==> config.mk <==
export PLATFORM = sky130hd
export DESIGN_NAME = taillight_seq
export DESIGN_NICKNAME = d
export VERILOG_FILES = /design/src/rtl/taillight_seq.sv
export SDC_FILE = /design/constraint.sdc
export NUM_CORES = 1
export LEC_CHECK = 0
export CAP_MARGIN = 20
export CORE_MARGIN = 1
export CORE_UTILIZATION = 58
export DETAILED_ROUTE_END_ITERATION = 6
export HOLD_SLACK_MARGIN = 0.05
export PLACE_DENSITY = 0.9
export SLEW_MARGIN = 20
export SYNTH_ARGS = -nofsm -noshare
export SYNTH_HDL_FRONTEND = slang
export SYNTH_SLANG_ARGS = --single-unit
==> constraint.sdc <==
create_clock -name clk -period 3.25 [get_ports clk]
set_clock_uncertainty 0.2 [all_clocks]
set_input_delay 0.975 -clock clk [delete_from_list [all_inputs] [get_ports clk]]
set_output_delay 0.975 -clock clk [all_outputs]
set_load 0.03 [all_outputs]
==> src/rtl/taillight_seq.sv <==
// Turn-signal / hazard taillight sequencer.
// A free-running step counter paces the animation; the FSM and all lamp
// registers change only on step ticks.
// Optional feature: define TAILLIGHT_CHASE_EN to let `mode` select chase
// frames; without it only fill frames exist and `mode` is ignored.
//
// state    | meaning
// ---------+--------------------------------------------------------------
// S_IDLE   | no activity, lamps dark, requests evaluated on every tick
// S_LEFT   | left pass running, pos walks 0..LAMPS (LAMPS = all-off frame)
// S_RIGHT  | right pass running, same as S_LEFT on the right side
// S_HAZARD | both sides blink all-on / all-off each tick
module taillight_seq #(
    parameter int LAMPS       = 3,
    parameter int STEP_CYCLES = 50_000_000
) (
    input  logic             clk,
    input  logic             rst,
    input  logic             left_req,
    input  logic             right_req,
    input  logic             hazard,
    input  logic             mode,
    output logic [LAMPS-1:0] left_lamps,
    output logic [LAMPS-1:0] right_lamps,
    output logic             busy
);

    localparam int CW = $clog2(STEP_CYCLES);
    localparam int PW = $clog2(LAMPS + 1);
    localparam logic [CW-1:0]    CNT_LAST = CW'(STEP_CYCLES - 1);
    localparam logic [PW-1:0]    POS_OFF  = PW'(LAMPS);
    localparam logic [LAMPS-1:0] ALL_ON   = '1;

    typedef enum logic [1:0] {S_IDLE, S_LEFT, S_RIGHT, S_HAZARD} state_t;

    state_t           state_q, state_d;
    logic [CW-1:0]    cnt_q, cnt_d;
    logic [PW-1:0]    pos_q, pos_d;
    logic [LAMPS-1:0] left_q, left_d;
    logic [LAMPS-1:0] right_q, right_d;
    logic             tick;
    logic             chase;
    logic             start_eval;

`ifdef TAILLIGHT_CHASE_EN
    assign chase = mode;
`else
    // Tie chase off so the chase decode folds away; keep mode visibly consumed.
    logic unused_mode;
    assign unused_mode = mode;
    assign chase       = 1'b0;
`endif

    // Lamp pattern for a given position; pos == LAMPS is always dark.
    function automatic logic [LAMPS-1:0] frame(input logic [PW-1:0] p, input logic ch);
        logic [LAMPS-1:0] f;
        for (int i = 0; i < LAMPS; i++) begin
            f[i] = ch ? (PW'(i) == p) : (PW'(i) <= p);
        end
        if (p == POS_OFF) begin
            f = '0;
        end
        return f;
    endfunction

    assign tick  = (cnt_q == CNT_LAST);
    assign cnt_d = tick ? '0 : cnt_q + CW'(1);

    // Step counter, state and lamp registers.
    always_ff @(posedge clk) begin
        if (rst) begin
            cnt_q   <= '0;
            state_q <= S_IDLE;
            pos_q   <= '0;
            left_q  <= '0;
            right_q <= '0;
        end else begin
            cnt_q   <= cnt_d;
            state_q <= state_d;
            pos_q   <= pos_d;
            left_q  <= left_d;
            right_q <= right_d;
        end
    end

    // Next state, position and frame; everything holds between ticks.
    always_comb begin
        state_d    = state_q;
        pos_d      = pos_q;
        left_d     = left_q;
        right_d    = right_q;
        start_eval = 1'b0;
        if (tick) begin
            unique case (state_q)
                S_IDLE: start_eval = 1'b1;
                S_LEFT, S_RIGHT: begin
                    if (hazard) begin
                        state_d = S_HAZARD;
                        pos_d   = '0;
                        left_d  = ALL_ON;
                        right_d = ALL_ON;
                    end else if (pos_q == POS_OFF) begin
                        // End of pass: behave like IDLE so a held request loops seamlessly.
                        start_eval = 1'b1;
                    end else begin
                        pos_d = pos_q + PW'(1);
                        if (state_q == S_LEFT) begin
                            left_d = frame(pos_q + PW'(1), chase);
                        end else begin
                            right_d = frame(pos_q + PW'(1), chase);
                        end
                    end
                end
                S_HAZARD: begin
                    if (left_q == ALL_ON) begin
                        left_d  = '0;
                        right_d = '0;
                        if (!hazard) begin
                            state_d = S_IDLE;
                        end
                    end else begin
                        left_d  = ALL_ON;
                        right_d = ALL_ON;
                    end
                end
                default: state_d = S_IDLE;
            endcase
            if (start_eval) begin
                state_d = S_IDLE;
                pos_d   = '0;
                left_d  = '0;
                right_d = '0;
                if (hazard || (left_req && right_req)) begin
                    state_d = S_HAZARD;
                    left_d  = ALL_ON;
                    right_d = ALL_ON;
                end else if (left_req) begin
                    state_d = S_LEFT;
                    left_d  = frame('0, chase);
                end else if (right_req) begin
                    state_d = S_RIGHT;
                    right_d = frame('0, chase);
                end
            end
        end
    end

    assign left_lamps  = left_q;
    assign right_lamps = right_q;
    assign busy        = (state_q != S_IDLE);

endmodule

==> Word-level counts from Yosys, hierarchy flattened <==
Cells that the tools add are included.
{ "classes": {"add_sub_neg": 2, "magnitude_cmp": 3, "n_eq_ne": 14, "muxes": 33, "n_reduce_logical": 12} }
{ "op_table": {"columns": ["operator", "n"], "rows": [
  ["$mux W3", 12],
  ["$add A26 B1 Y26 const B", 1],
  ["$eq A26 B26 Y1 const B", 1],
  ["$mux W2", 11],
  ["$ne A4 B4 Y1 const B", 3],
  ["$pmux W3 S2", 2],
  ["$ne A3 B3 Y1 const B", 3],
  ["$eq A2 B2 Y1 const B", 4],
  ["$reduce_and A4 Y1", 2],
  ["$mux W1", 6],
  ["$reduce_and A5 Y1", 1],
  ["$le A1 B2 Y1 const A", 2],
  ["$pmux W2 S2", 1],
  ["$reduce_bool A2 Y1", 2],
  ["$reduce_or A2 Y1", 2],
  ["$eq A3 B3 Y1 const B", 1],
  ["$ne A3 B2 Y1 const B", 1],
  ["$reduce_and A3 Y1", 1],
  ["$reduce_bool A3 Y1", 1],
  ["$add A2 B1 Y2 const B", 1],
  ["$eq A2 B1 Y1 const B", 1],
  ["$le A2 B2 Y1 const A", 1],
  ["$logic_not A2 Y1", 1],
  ["$pmux W1 S2", 1],
  ["2 further kinds", 2]
]} }
{ "totals": {"reg_bits": 36, "out_inout_bits": 7} }

==> Depth between registers and ports, before layout <==
Gate-level depths: netlist of the first run.
{ "depth": {"depth_word": 8, "mapped_depth": 7, "depth_no_buf": 6} }

==> Least setup slack after synthesis of the first run <==
Ideal clock, no wire load.
{ "synth_path": {"path_kind": "in2reg", "from": "in hazard", "to": "reg left_q[2] (netlist: left_lamps[2])", "arrival_ns": 2.276, "setup_slack_ns": 0.638, "cell_stages": 5, "path_buffers": 1, "cell_sequence": "buf_2 -> and3b_1 -> a2111oi_0 -> o2111ai_1 -> mux2i_1"} }
{ "synth_via": {"elab_chain_len": 5, "elab_cells_between_ends": 12, "classes_between": "eq/ne: 2; mux: 7; reduce/logical: 3"} }
{ "synth_lines": {"columns": ["element", "line_no", "text"], "rows": [
  ["start, declared", "21", "input logic hazard,"],
  ["$mux W1", "97", "if (hazard) begin"],
  ["$pmux W1 S2", "94", "unique case (state_q)"],
  ["$mux W1", "93", "if (tick) begin"],
  ["$ne A4 B4 Y1 (no line) / $reduce_bool A3 Y1 (equally long branches)", null, null],
  ["$reduce_and A4 Y1 (no line)", null, null],
  ["end signal, assigned", "81", "left_q <= left_d;"],
  ["end, declared", "39", "logic [LAMPS-1:0] left_q, left_d;"]
]} }
Several ways; a longest one is shown, not always the timed one. The select of a mux whose other input is x is not followed.
A chain may end at the register's enable or synchronous reset.

==> Worst setup path in the final report of the first run <==
{ "layout_path": {"from": "reg state_q[0]", "to": "out busy"} }
{ "layout_via": {"elab_chain_len": 1} }
{ "layout_lines": {"columns": ["element", "line_no", "text"], "rows": [
  ["start, declared", "36", "state_t state_q, state_d;"],
  ["start signal, assigned", "79", "state_q <= state_d;"],
  ["$reduce_bool A2 Y1", "150", "assign busy = (state_q != S_IDLE);"],
  ["end, declared", "25", "output logic busy"]
]} }
No other way between the ends.

==> metrics.md, run 1 <==
| Metric | Value |
|---|---|
| Status | `finished, final reports clean` |
| RSZ-0062 raised after global routing | `no` |
| Post-CTS setup-driven buffer insertion count | `0` |
| Sink count of the clock tree | `36` |
| Largest family of logic cells by synthesized area | `simple AND/OR/NAND/NOR gates` |
| 1st-pass router iterations | `4` |
| Synth area leader | `sky130_fd_sc_hd__dfxtp_1` |
| Hold path startpoint | `right_lamps[1]` |
| Multiplexer area fraction after synthesis | `a little over 5%` |
| Count of hold-fix buffers inserted at cts | `0` |
| Maximum root-to-sink buffer count | `2` |
| DR WL/cell | `between 10 and 15 um` |
| Starting density of the core | `roughly three fifths` |
| Ratio of final minimum period to clock period | `96.7%` |
| DRC Markers | `0` |
| Library cell with the highest instance count after synthesis | `sky130_fd_sc_hd__dfxtp_1` |
| Worst voltage drop across the vdd grid | `between 0.2 and 0.3 mV` |
| Core Box Area | `approximately 3300 um^2` |
| Leakage power | `about 0.79 nW` |
| Mapped cell area | `between 2000 and 2500 um^2` |
| Critical path buffers and inverters | `3` |
| Final hold viol count | `0` |
| Number of antenna violations at the first check in global routing | `0` |
| Origin of the critical flop-to-flop path | `state_q[0]` |
| TritonCTS clock tree | `yes` |
| Number of logic stages on the critical path including buffering | `4` |
| Level count of the clock H-tree | `2` |
| Required time at the worst-slack endpoint | `slightly above 2 ns` |
| Clock latency of the later-clocked register in the worst-skew pair | `0.35 ns` |
| Top cell type's share of synthesized area | `between 30% and 40%` |
| Kind of critical path | `register to primary output` |
| Post-synth net total | `between 200 and 300` |
| Ys Warns | `0` |
| Number of top-level pins | `13` |
| Startpoint type of the worst setup path | `register` |
| Number of setup violations in the final report | `0` |
| Post-synth EDFFs | `0` |
| Worst path top cell family by delay | `buffers and inverters` |
| Post-synthesis compound-gate area fraction | `approximately 16%` |
| Overall Global Routing Usage | `a little over a quarter` |
| Mean area per synthesized cell | `8.29 um^2` |
| CP Capture Type | `primary output` |
| Critical Path Slowest Stage Cell | `sky130_fd_sc_hd__clkdlybuf4s50_1` |
| CTS buffer count | `5` |
| FP Rows | `21` |
| Setup TNS after final layout | `0 ns` |
| Most frequent cells after synthesis | `36 x sky130_fd_sc_hd__dfxtp_1, 22 x sky130_fd_sc_hd__nand2_1, 21 x sky130_fd_sc_hd__nor2_1` |
| Synth Flop Type | `sky130_fd_sc_hd__dfxtp_1` |
| Biggest cell delay along the critical path | `between 0.6 and 0.7 ns` |
| Series of cell instances along the critical path | `inv_1 -> ha_1 -> inv_1 -> clkdlybuf4s50_1` |
| Area growth, synth to finish | `10.4%` |
| Mean number of vias per cell | `5.96` |
| Number of different library cells in the post-synthesis netlist | `45` |
| Synthesized-area fraction occupied by adder cells | `roughly 4.9%` |
| Remaining global-route overflow | `0` |
| Placer's final routability congestion estimate | `0.928` |
| Worst hold slack after final layout | `roughly 0.28 ns` |
| Via Count | `1805` |
| Number of diodes | `0` |
| Placed cell count | `295` |
| Number of cells on the worst reg-to-reg path | `6` |
| Maximum fanout encountered on the critical timing path | `8` |
| Final ANT Viol Nets | `0` |
| Max Cap Viol | `0` |
| Fraction of layout instances using a drive strength above 1 | `about 8.6%` |
| Endpoint arrival time on the critical path | `between 1.5 and 2 ns` |
| Net total in the final layout | `270` |
| Worst Tran Pin Value | `between 0.8 and 0.9 ns` |
| Flops & latches, synth | `36` |
| Global-route wire length before repair | `roughly 7200 um` |
| Die Span Y | `~61 um` |
| Hold WC Path Type | `register to register` |
| Share of flip-flops with an asynchronous set or reset after synthesis | `0%` |
| Fin cells | `a little over 300` |
| Area fraction in and, or, nand and nor cells after synthesis | `between 20% and 30%` |
| Xor/xnor cell area share of the yosys netlist | `4.31%` |
| Number of gates resized after CTS | `0` |
| Clock root buffer master | `sky130_fd_sc_hd__clkbuf_4` |
| Remaining max-slew budget at the tightest pin | `between 40% and 50%` |
| Number of instances on the worst hold path | `2` |
| Cell with the most instances on the worst path | `sky130_fd_sc_hd__inv_1` |
| Critical path startpoint | `state_q[0]` |
| Power density over cell area | `approximately 340 nW/um^2` |
| Largest cells by area after synthesis | `sky130_fd_sc_hd__dfxtp_1 35%, sky130_fd_sc_hd__ha_1 4.9%, sky130_fd_sc_hd__a21oi_1 4.2%, sky130_fd_sc_hd__nand2_1 4.1%, sky130_fd_sc_hd__mux2i_1 3.9%` |
| Number of max-slew violations in the final report | `0` |
| Peak Freq | `around 320 MHz` |
| HPWL reported at the end of detailed placement | `~3000 um` |
| Clock input transition at the sequential cells of the worst setup and hold paths | `about 0.11 ns` |
| Number of global-route vias before repair | `between 1500 and 2000` |
| Die footprint | `between 3000 and 4000 um^2` |
| Horizontal extent of the die | `a little over 60 um` |
| Pin count of the biggest net entering global routing | `16` |
| Cell count after synthesis | `around 250` |
| Number of violations reported at the end of detailed-routing iteration 0 | `about 110` |
| Final min period | `approximately 3.1 ns` |
| Number of buffers added on ports | `11` |
| Util after Layout | `roughly 67%` |
| Aggregate routed wire length | `4270 um` |
| Sequential cell area fraction in the yosys report | `35.5%` |
[path summary, 6_finish.rpt]
path | endpoint | slack, ns
max | busy | 0.11
min | right_lamps[1] | 0.28
max reg2reg | left_lamps[0] | 0.67
min reg2reg | right_lamps[1] | 0.28
[power by group]
group          switching [mW]  internal [mW]
Sequential            0.00602          0.446
Combinational          0.0228         0.0178
Clock                   0.155          0.103
Total                   0.184          0.567
[layout by cell type (no fill, tap or decap), drive strengths merged, types with 6 or more instances in the layout]
cell type	instances
nor3	6
o31ai	6
o21ai	12
or3	8
a21oi	18
nor2	21
or4	7
mux2i	8
inv	14
ha	8
xnor2	7
nand3	9
clkdlybuf4s50	11
clkbuf	6
nand2	22
dfxtp	36
[sequential cells by signal, indices dropped and copies added (netlist names)]
signal	flops
pos_q	2
right_lamps	3
left_lamps	3
cnt_q	26
state_q	2
[kinds of logic (layout without fill, tap and decap cells)]
| logic type | after synthesis | count (layout) |
|---|---|---|
| flops | 36 | 36 |
| fa+ha+maj | 8 | 8 |
| buf+inv | 25 | 37 |
| xor+xnor | 10 | 10 |
| mux | 10 | 10 |
| compound gates | 51 | 51 |
| simple gates | 105 | 105 |
[worst register-to-register path, delay by kind of cell (launching register included)]
kind                       cells  cell delay (ns)
adders and majority gates      1             0.36
AOI/OAI and AO/OA              2             0.95
DFF                            1             0.42
and+or+nand+nor                1             0.25
buffers and inverters          1             0.07
muxes                          1             0.21
[layer usage]
metal	routed length (um)	track usage [%]	part of all wire (%)
met2	2060	42.5	48
met1	1990	33.2	47
met5	0	0	0
met4	77	10.7	1.8
met3	145	7.77	3.4
[per-stage QoR]
step	cell area (um^2)	setup slack (ns)	power, mW
final	2240	0.107	0.751
after global placement	2180	0.172	0.502
after floorplan	2030	0.638	0.487
after global routing	2240	0.0104	0.782
after detailed placement	2180	0.0822	0.502
after CTS	2240	0.117	0.756
[cell type report]
type	count	area [um^2]
Clock buffer	6	51.3
Clock inverter	2	10.0
Fill cell	289	1100
Inverter	14	52.6
Multi-Input combinational cell	184	1210
Sequential cell	36	721
Tap cell	46	57.6
Timing Repair Buffer	15	140
Note: power is estimated with default switching activity, not from simulation.
==> run 2, diff against run 1 <==
--- a/config.mk
+++ b/config.mk
@@ -6,11 +6,12 @@
 export NUM_CORES = 1
 export LEC_CHECK = 0
 export CAP_MARGIN = 20
-export CORE_MARGIN = 1
-export CORE_UTILIZATION = 58
+export CORE_MARGIN = 5
+export CORE_UTILIZATION = 53
+export CTS_CLUSTER_DIAMETER = 120
 export DETAILED_ROUTE_END_ITERATION = 6
 export HOLD_SLACK_MARGIN = 0.05
-export PLACE_DENSITY = 0.9
+export PLACE_DENSITY = 0.87
 export SLEW_MARGIN = 20
 export SYNTH_ARGS = -nofsm -noshare
 export SYNTH_HDL_FRONTEND = slang
==> constraint.sdc (replaced) <==
create_clock -name clk -period 2.77 [get_ports clk]
set_clock_uncertainty 0.2 [all_clocks]
set_input_delay 0.831 -clock clk [delete_from_list [all_inputs] [get_ports clk]]
set_output_delay 0.831 -clock clk [all_outputs]
set_load 0.03 [all_outputs]
==> run 2 against run 1 <==
  * Power grew 39%
  * Worst hold slack lost 0.014 ns
  * Register-to-register slack lost 0.30 ns
  * Critical endpoint is now left_lamps[2]
  * Non-clock buffer count grew 7
==> metrics.md, run 2 (synthesis gave the netlist of run 1 again) <==
| Metric | Value |
|---|---|
| Status | `finished, final reports clean` |
| Maximum root-to-sink buffer count | `2` |
| Horizontal extent of the die | `71.9 um` |
| Die footprint | `between 5000 and 6000 um^2` |
| Leakage power | `around 0.84 nW` |
| Clock input transition at the sequential cells of the worst setup and hold paths | `0.08 ns` |
| Overall Global Routing Usage | `between 10% and 20%` |
| DRC Markers | `0` |
| Remaining global-route overflow | `0` |
| Most common cell after layout, fill and taps aside | `sky130_fd_sc_hd__dfxtp_1` |
| Post-CTS setup-driven buffer insertion count | `0` |
| Final WS setup | `between 0.15 and 0.2 ns` |
| Required time at the worst-slack endpoint | `around 2.7 ns` |
| Die Span Y | `approximately 72 um` |
| Fin cells | `between 300 and 400` |
| Fraction of layout instances using a drive strength above 1 | `about 11%` |
| Critical path startpoint | `hazard` |
| Final min period | `around 2.6 ns` |
| Starting density of the core | `a little under three fifths` |
| Peak Freq | `between 300 and 400 MHz` |
| Maximum fanout encountered on the critical timing path | `3` |
| Placer's final routability congestion estimate | `roughly 0.82` |
| Number of diodes | `0` |
| HPWL reported at the end of detailed placement | `between 3000 and 4000 um` |
| RSZ-0062 raised after global routing | `no` |
| Final ANT Viol Nets | `0` |
| Area growth, synth to finish | `15.5%` |
| Worst path top cell family by delay | `buffers and inverters` |
| Most frequent cells in the layout | `36 x sky130_fd_sc_hd__dfxtp_1, 22 x sky130_fd_sc_hd__nand2_1, 21 x sky130_fd_sc_hd__nor2_1` |
| Number of logic stages on the critical path including buffering | `7` |
| Worst Tran Pin Value | `0.547 ns` |
| Number of flip-flops under the largest register name | `26` |
| Critical path buffers and inverters | `3` |
| Startpoint type of the worst setup path | `primary input` |
| TritonCTS clock tree | `yes` |
| Total power | `about 1.0 mW` |
| Clock root buffer master | `sky130_fd_sc_hd__clkbuf_8` |
| Cell area after layout | `between 2000 and 2500 um^2` |
| Core Box Area | `roughly 3700 um^2` |
| Global-route wire length before repair | `between 7000 and 8000 um` |
| Number of top-level pins | `13` |
| Hold path startpoint | `right_lamps[1]` |
| Max Cap Viol | `0` |
| Origin of the critical flop-to-flop path | `state_q[0]` |
| DR WL/cell | `~14 um` |
| Ratio of final minimum period to clock period | `between 90% and 100%` |
| Kind of critical path | `primary input to register` |
| Biggest cell delay along the critical path | `about 0.48 ns` |
| Number of cells on the worst reg-to-reg path | `8` |
| Number of global-route vias before repair | `1740` |
| Power density over cell area | `between 400 and 500 nW/um^2` |
| 1st-pass router iterations | `4` |
| Number of setup violations in the final report | `0` |
| Sink count of the clock tree | `36` |
| Util after Layout | `63.6%` |
| Number of instances on the worst hold path | `2` |
| Pin count of the biggest net entering global routing | `15` |
| Worst voltage drop across the vdd grid | `0.360 mV` |
| Number of buffers added on ports | `11` |
| FP Rows | `22` |
| Count of hold-fix buffers inserted at cts | `0` |
| Number of violations reported at the end of detailed-routing iteration 0 | `a little under 100` |
| Endpoint arrival time on the critical path | `approximately 2.6 ns` |
| Net total in the final layout | `around 280` |
| Biggest register | `cnt_q` |
| Via Count | `about 1800` |
| Cell area after placement | `approximately 2200 um^2` |
| Hold WC Path Type | `register to register` |
| Series of cell instances along the critical path | `clkdlybuf4s50_1 -> and3b_1 -> a2111oi_0 -> buf_4 -> o2111ai_1 -> buf_4 -> mux2i_1` |
| Placed cell count | `between 300 and 400` |
| Critical Path Slowest Stage Cell | `sky130_fd_sc_hd__clkdlybuf4s50_1` |
| Worst-case setup slack after placement | `-0.125 ns` |
| Number of antenna violations at the first check in global routing | `0` |
| CTS buffer count | `5` |
| Level count of the clock H-tree | `2` |
| Number of max-slew violations in the final report | `0` |
| Aggregate routed wire length | `4360 um` |
| Cell with the most instances on the worst path | `sky130_fd_sc_hd__buf_4` |
| Clock latency of the later-clocked register in the worst-skew pair | `0.29 ns` |
| CP Capture Type | `register` |
| Mean number of vias per cell | `between 5 and 6` |
| Final hold viol count | `0` |
| Remaining max-slew budget at the tightest pin | `a little under two thirds` |
-- run 2: worst register-to-register path, cell delays in order (launching register included) --
cell,delay (ns)
sky130_fd_sc_hd__dfxtp_1,0.40
sky130_fd_sc_hd__inv_1,0.07
sky130_fd_sc_hd__ha_1,0.35
sky130_fd_sc_hd__and3b_1,0.21
sky130_fd_sc_hd__a2111oi_0,0.44
sky130_fd_sc_hd__buf_4,0.19
sky130_fd_sc_hd__o2111ai_1,0.11
sky130_fd_sc_hd__buf_4,0.19
sky130_fd_sc_hd__mux2i_1,0.11
-- run 2: routing by layer --
metal	global-route usage, %	up-vias	routed length, um
li1	-	927	-
met3	5.96	9	195
met4	5.64	0	63
met2	29.5	36	2010
met5	0	-	0
met1	24.0	851	2090
-- run 2: report_power, final --
part           internal [mW]  switching (mW)
registers              0.523         0.00721
clock network          0.266           0.196
logic                 0.0209          0.0273
-- run 2: stage by stage --
stage | hold slack (ns) | TNS (ns)
after global placement | 0.247 | -0.289
after detailed placement | 0.254 | -0.678
after global routing | 0.288 | 0
after CTS | 0.269 | 0
final | 0.267 | 0
after floorplan | 0.241 | 0
-- run 2: worst paths after layout --
kind,endpoint,slack (ns)
setup reg to reg,left_lamps[2],0.37
hold / removal,right_lamps[1],0.27
setup / recovery,left_lamps[2],0.18
hold reg to reg,right_lamps[1],0.27
-- run 2: cell type report --
cell class,count,area (um^2)
Tap cell,48,60.1
Clock inverter,3,42.5
Inverter,14,52.6
Fill cell,318,1340
Timing Repair Buffer,22,191
Clock buffer,5,68.8
Sequential cell,36,721
Multi-Input combinational cell,184,1210
-- run 2: what timing repair did --
item,4_1_cts,5_1_grt
gates resized for setup,1,0
endpoints found under the hold margin,0,0
setup endpoints to repair,1,0
==> run 3, diff against run 2 <==
--- a/config.mk
+++ b/config.mk
@@ -12,6 +12,7 @@
 export DETAILED_ROUTE_END_ITERATION = 6
 export HOLD_SLACK_MARGIN = 0.05
 export PLACE_DENSITY = 0.87
+export REMOVE_ABC_BUFFERS = 1
 export SLEW_MARGIN = 20
 export SYNTH_ARGS = -nofsm -noshare
 export SYNTH_HDL_FRONTEND = slang
==> constraint.sdc (replaced) <==
create_clock -name clk -period 2.2 [get_ports clk]
set_clock_uncertainty 0.2 [all_clocks]
set_input_delay 0.66 -clock clk [delete_from_list [all_inputs] [get_ports clk]]
set_output_delay 0.66 -clock clk [all_outputs]
set_load 0.03 [all_outputs]
==> run 3 against run 2 <==
  * First-iteration DRC count up 88%
  * Die area is the same
  * Sequential power up 26%
  * Clock-buffer cell count rose by 1
  * Sequential share of layout area decreased by 1.3 points
  * Wire length grew 6.3%
  * Clock power fell by 6.5%
  * Power is 12% higher
  * Largest power group unchanged
==> metrics.md, run 3 (synthesis gave the netlist of run 1 again) <==
| Metric | Value |
|---|---|
| Final ANT Viol Nets | `0` |
| Overall Global Routing Usage | `a little under a fifth` |
| Ratio of final minimum period to clock period | `98.0%` |
| Number of diodes | `0` |
| Cell area after placement | `approximately 2300 um^2` |
| Worst-case setup slack after placement | `-0.531 ns` |
| Number of violations reported at the end of detailed-routing iteration 0 | `around 190` |
| Fraction of layout instances using a drive strength above 1 | `roughly 17%` |
| Remaining global-route overflow | `0` |
| Max Cap Viol | `0` |
| Die Span Y | `71.9 um` |
| Horizontal extent of the die | `just over 70 um` |
| Busiest layer in global routing | `met2` |
| Origin of the critical flop-to-flop path | `state_q[1]` |
| Combined area of the multi-input logic cells | `1240 um^2` |
| Most frequent cells in the layout | `35 x sky130_fd_sc_hd__dfxtp_1, 26 x sky130_fd_sc_hd__buf_4, 22 x sky130_fd_sc_hd__nand2_1` |
| Required time at the worst-slack endpoint | `~1.3 ns` |
| Critical path startpoint | `right_lamps[2]` |
| Final min period | `2.16 ns` |
| Biggest register | `cnt_q` |
| Sink count of the clock tree | `36` |
| Area growth, synth to finish | `20.8%` |
| Cell area after layout | `2450 um^2` |
| Number of logic stages on the critical path including buffering | `1` |
| Mean number of vias per cell | `a little under 6` |
| Worst path top cell family by delay | `buffers and inverters` |
| Most common cell after layout, fill and taps aside | `sky130_fd_sc_hd__dfxtp_1` |
| 1st-pass router iterations | `4` |
| Number of max-slew violations in the final report | `0` |
| Kind of critical path | `register to primary output` |
| FF/Latch Area | `roughly 720 um^2` |
| Biggest cell delay along the critical path | `between 0.6 and 0.7 ns` |
| Timing endpoint of the critical path | `right_lamps[2]` |
| Number of cells on the worst reg-to-reg path | `7` |
| Startpoint type of the worst setup path | `register` |
| Worst Tran Pin Value | `roughly 0.42 ns` |
| Hold WC Path Type | `register to register` |
| DR WL/cell | `around 14 um` |
| Final hold viol count | `0` |
| Critical Path Slowest Stage Cell | `sky130_fd_sc_hd__clkdlybuf4s50_1` |
| Met3 GRT Util | `3.60%` |
| GR Util met1 | `about a quarter` |
| Number of buffers added on ports | `11` |
| Reg2Reg Capture Point | `right_lamps[2]` |
| Clock root buffer master | `sky130_fd_sc_hd__clkbuf_8` |
| Leakage power | `around 0.95 nW` |
| Clock input transition at the sequential cells of the worst setup and hold paths | `roughly 0.06 ns` |
| Starting density of the core | `between 50% and 60%` |
| FP Rows | `22` |
| Global-route wire length before repair | `between 7000 and 8000 um` |
| DRC Markers | `0` |
| Maximum root-to-sink buffer count | `2` |
| Number of top-level pins | `13` |
| Global-route met2 utilization | `30.7%` |
| CP Capture Type | `primary output` |
| Core Box Area | `around 3700 um^2` |
| Endpoint arrival time on the critical path | `approximately 1.3 ns` |
| Power density over cell area | `approximately 480 nW/um^2` |
| Placer's final routability congestion estimate | `between 0.9 and 1` |
| Net total in the final layout | `291` |
| Pin count of the biggest net entering global routing | `15` |
| Worst voltage drop across the vdd grid | `~0.4 mV` |
| Maximum fanout encountered on the critical timing path | `2` |
| Count of hold-fix buffers inserted at cts | `0` |
| Util after Layout | `between 60% and 70%` |
| Level count of the clock H-tree | `2` |
| CTS buffer count | `5` |
| Number of global-route vias before repair | `approximately 1800` |
| Number of filler instances in the final layout | `roughly 300` |
| Clock latency of the later-clocked register in the worst-skew pair | `a little under 0.3 ns` |
| Reg-to-reg slack, setup | `0.10 ns` |
| Number of flip-flops under the largest register name | `26` |
| HPWL reported at the end of detailed placement | `around 3400 um` |
| Remaining max-slew budget at the tightest pin | `71.9%` |
| Status | `finished, final reports clean` |
| Series of cell instances along the critical path | `clkdlybuf4s50_1` |
| Final WS setup | `0.0441 ns` |
| Critical path buffers and inverters | `1` |
| Peak Freq | `~460 MHz` |
| Aggregate routed wire length | `~4600 um` |
| Number of setup violations in the final report | `0` |
| TritonCTS clock tree | `yes` |
| Via Count | `about 1900` |
| Number of antenna violations at the first check in global routing | `0` |
| Die footprint | `just over 5000 um^2` |
run 3: cell count changes in the layout (fill, tap and decap cells not counted), moves of 2 or more:
cell | before | now
sky130_fd_sc_hd__buf_4 | 11 | 26
sky130_fd_sc_hd__clkdlybuf4s50_1 | 10 | 6
sky130_fd_sc_hd__dlymetal6s2s_1 | 0 | 3
sky130_fd_sc_hd__ha_1 | 8 | 6
sky130_fd_sc_hd__ha_2 | 0 | 2
run 3: worst min-delay path by stage:
stage	start	to	slack [ns]	cells after the start
after CTS	right_lamps[1]	right_lamps[1]	0.27	2
final	right_lamps[1]	right_lamps[1]	0.27	2
after detailed placement	right_lamps[1]	right_lamps[1]	0.26	2
after floorplan	cnt_q[0]	cnt_q[0]	0.24	1
after global placement	right_lamps[1]	right_lamps[1]	0.25	2
after global routing	right_lamps[1]	right_lamps[1]	0.29	2
run 3: timing repair:
| action | 4_1_cts | 5_1_grt |
|---|---|---|
| buffers inserted | 0 | 0 |
| gates resized for setup | 7 | 5 |
| pin swaps | 2 | 0 |
| endpoints found under the setup margin | 8 | 18 |
run 3: power by group:
group          switching, mW  total [mW]  internal, mW
logic                 0.0370      0.0670        0.0300
registers            0.00898       0.669         0.660
clock network          0.217       0.432         0.215
total                  0.263        1.17         0.905
run 3: final cells by class:
class / count / area share [%]
clock inverters: 1 / 0.204
well taps: 48 / 2.45
multi-input cells: 184 / 50.5
clock buffers: 6 / 2.96
flip-flops and latches: 36 / 29.4
repair buffers: 36 / 12.3
inverters: 14 / 2.14
run 3: stage by stage:
stage                     total power, mW  hold slack [ns]  instances   TNS, ns
after floorplan                     0.713            0.241        234    -15.81
after global placement              0.746            0.246        318     -3.21
after detailed placement            0.746            0.256        318     -4.06
after CTS                            1.18            0.271        325         0
after global routing                 1.21            0.291        325  -0.00458
final                                1.17            0.272        325         0
run 3: per-layer routing:
layer | part of all wire [%] | vias to the layer above
met2 | 48 | 53
met1 | 45 | 874
met5 | 0 | -
li1 | - | 958
met4 | 2.1 | 0
met3 | 5.4 | 14
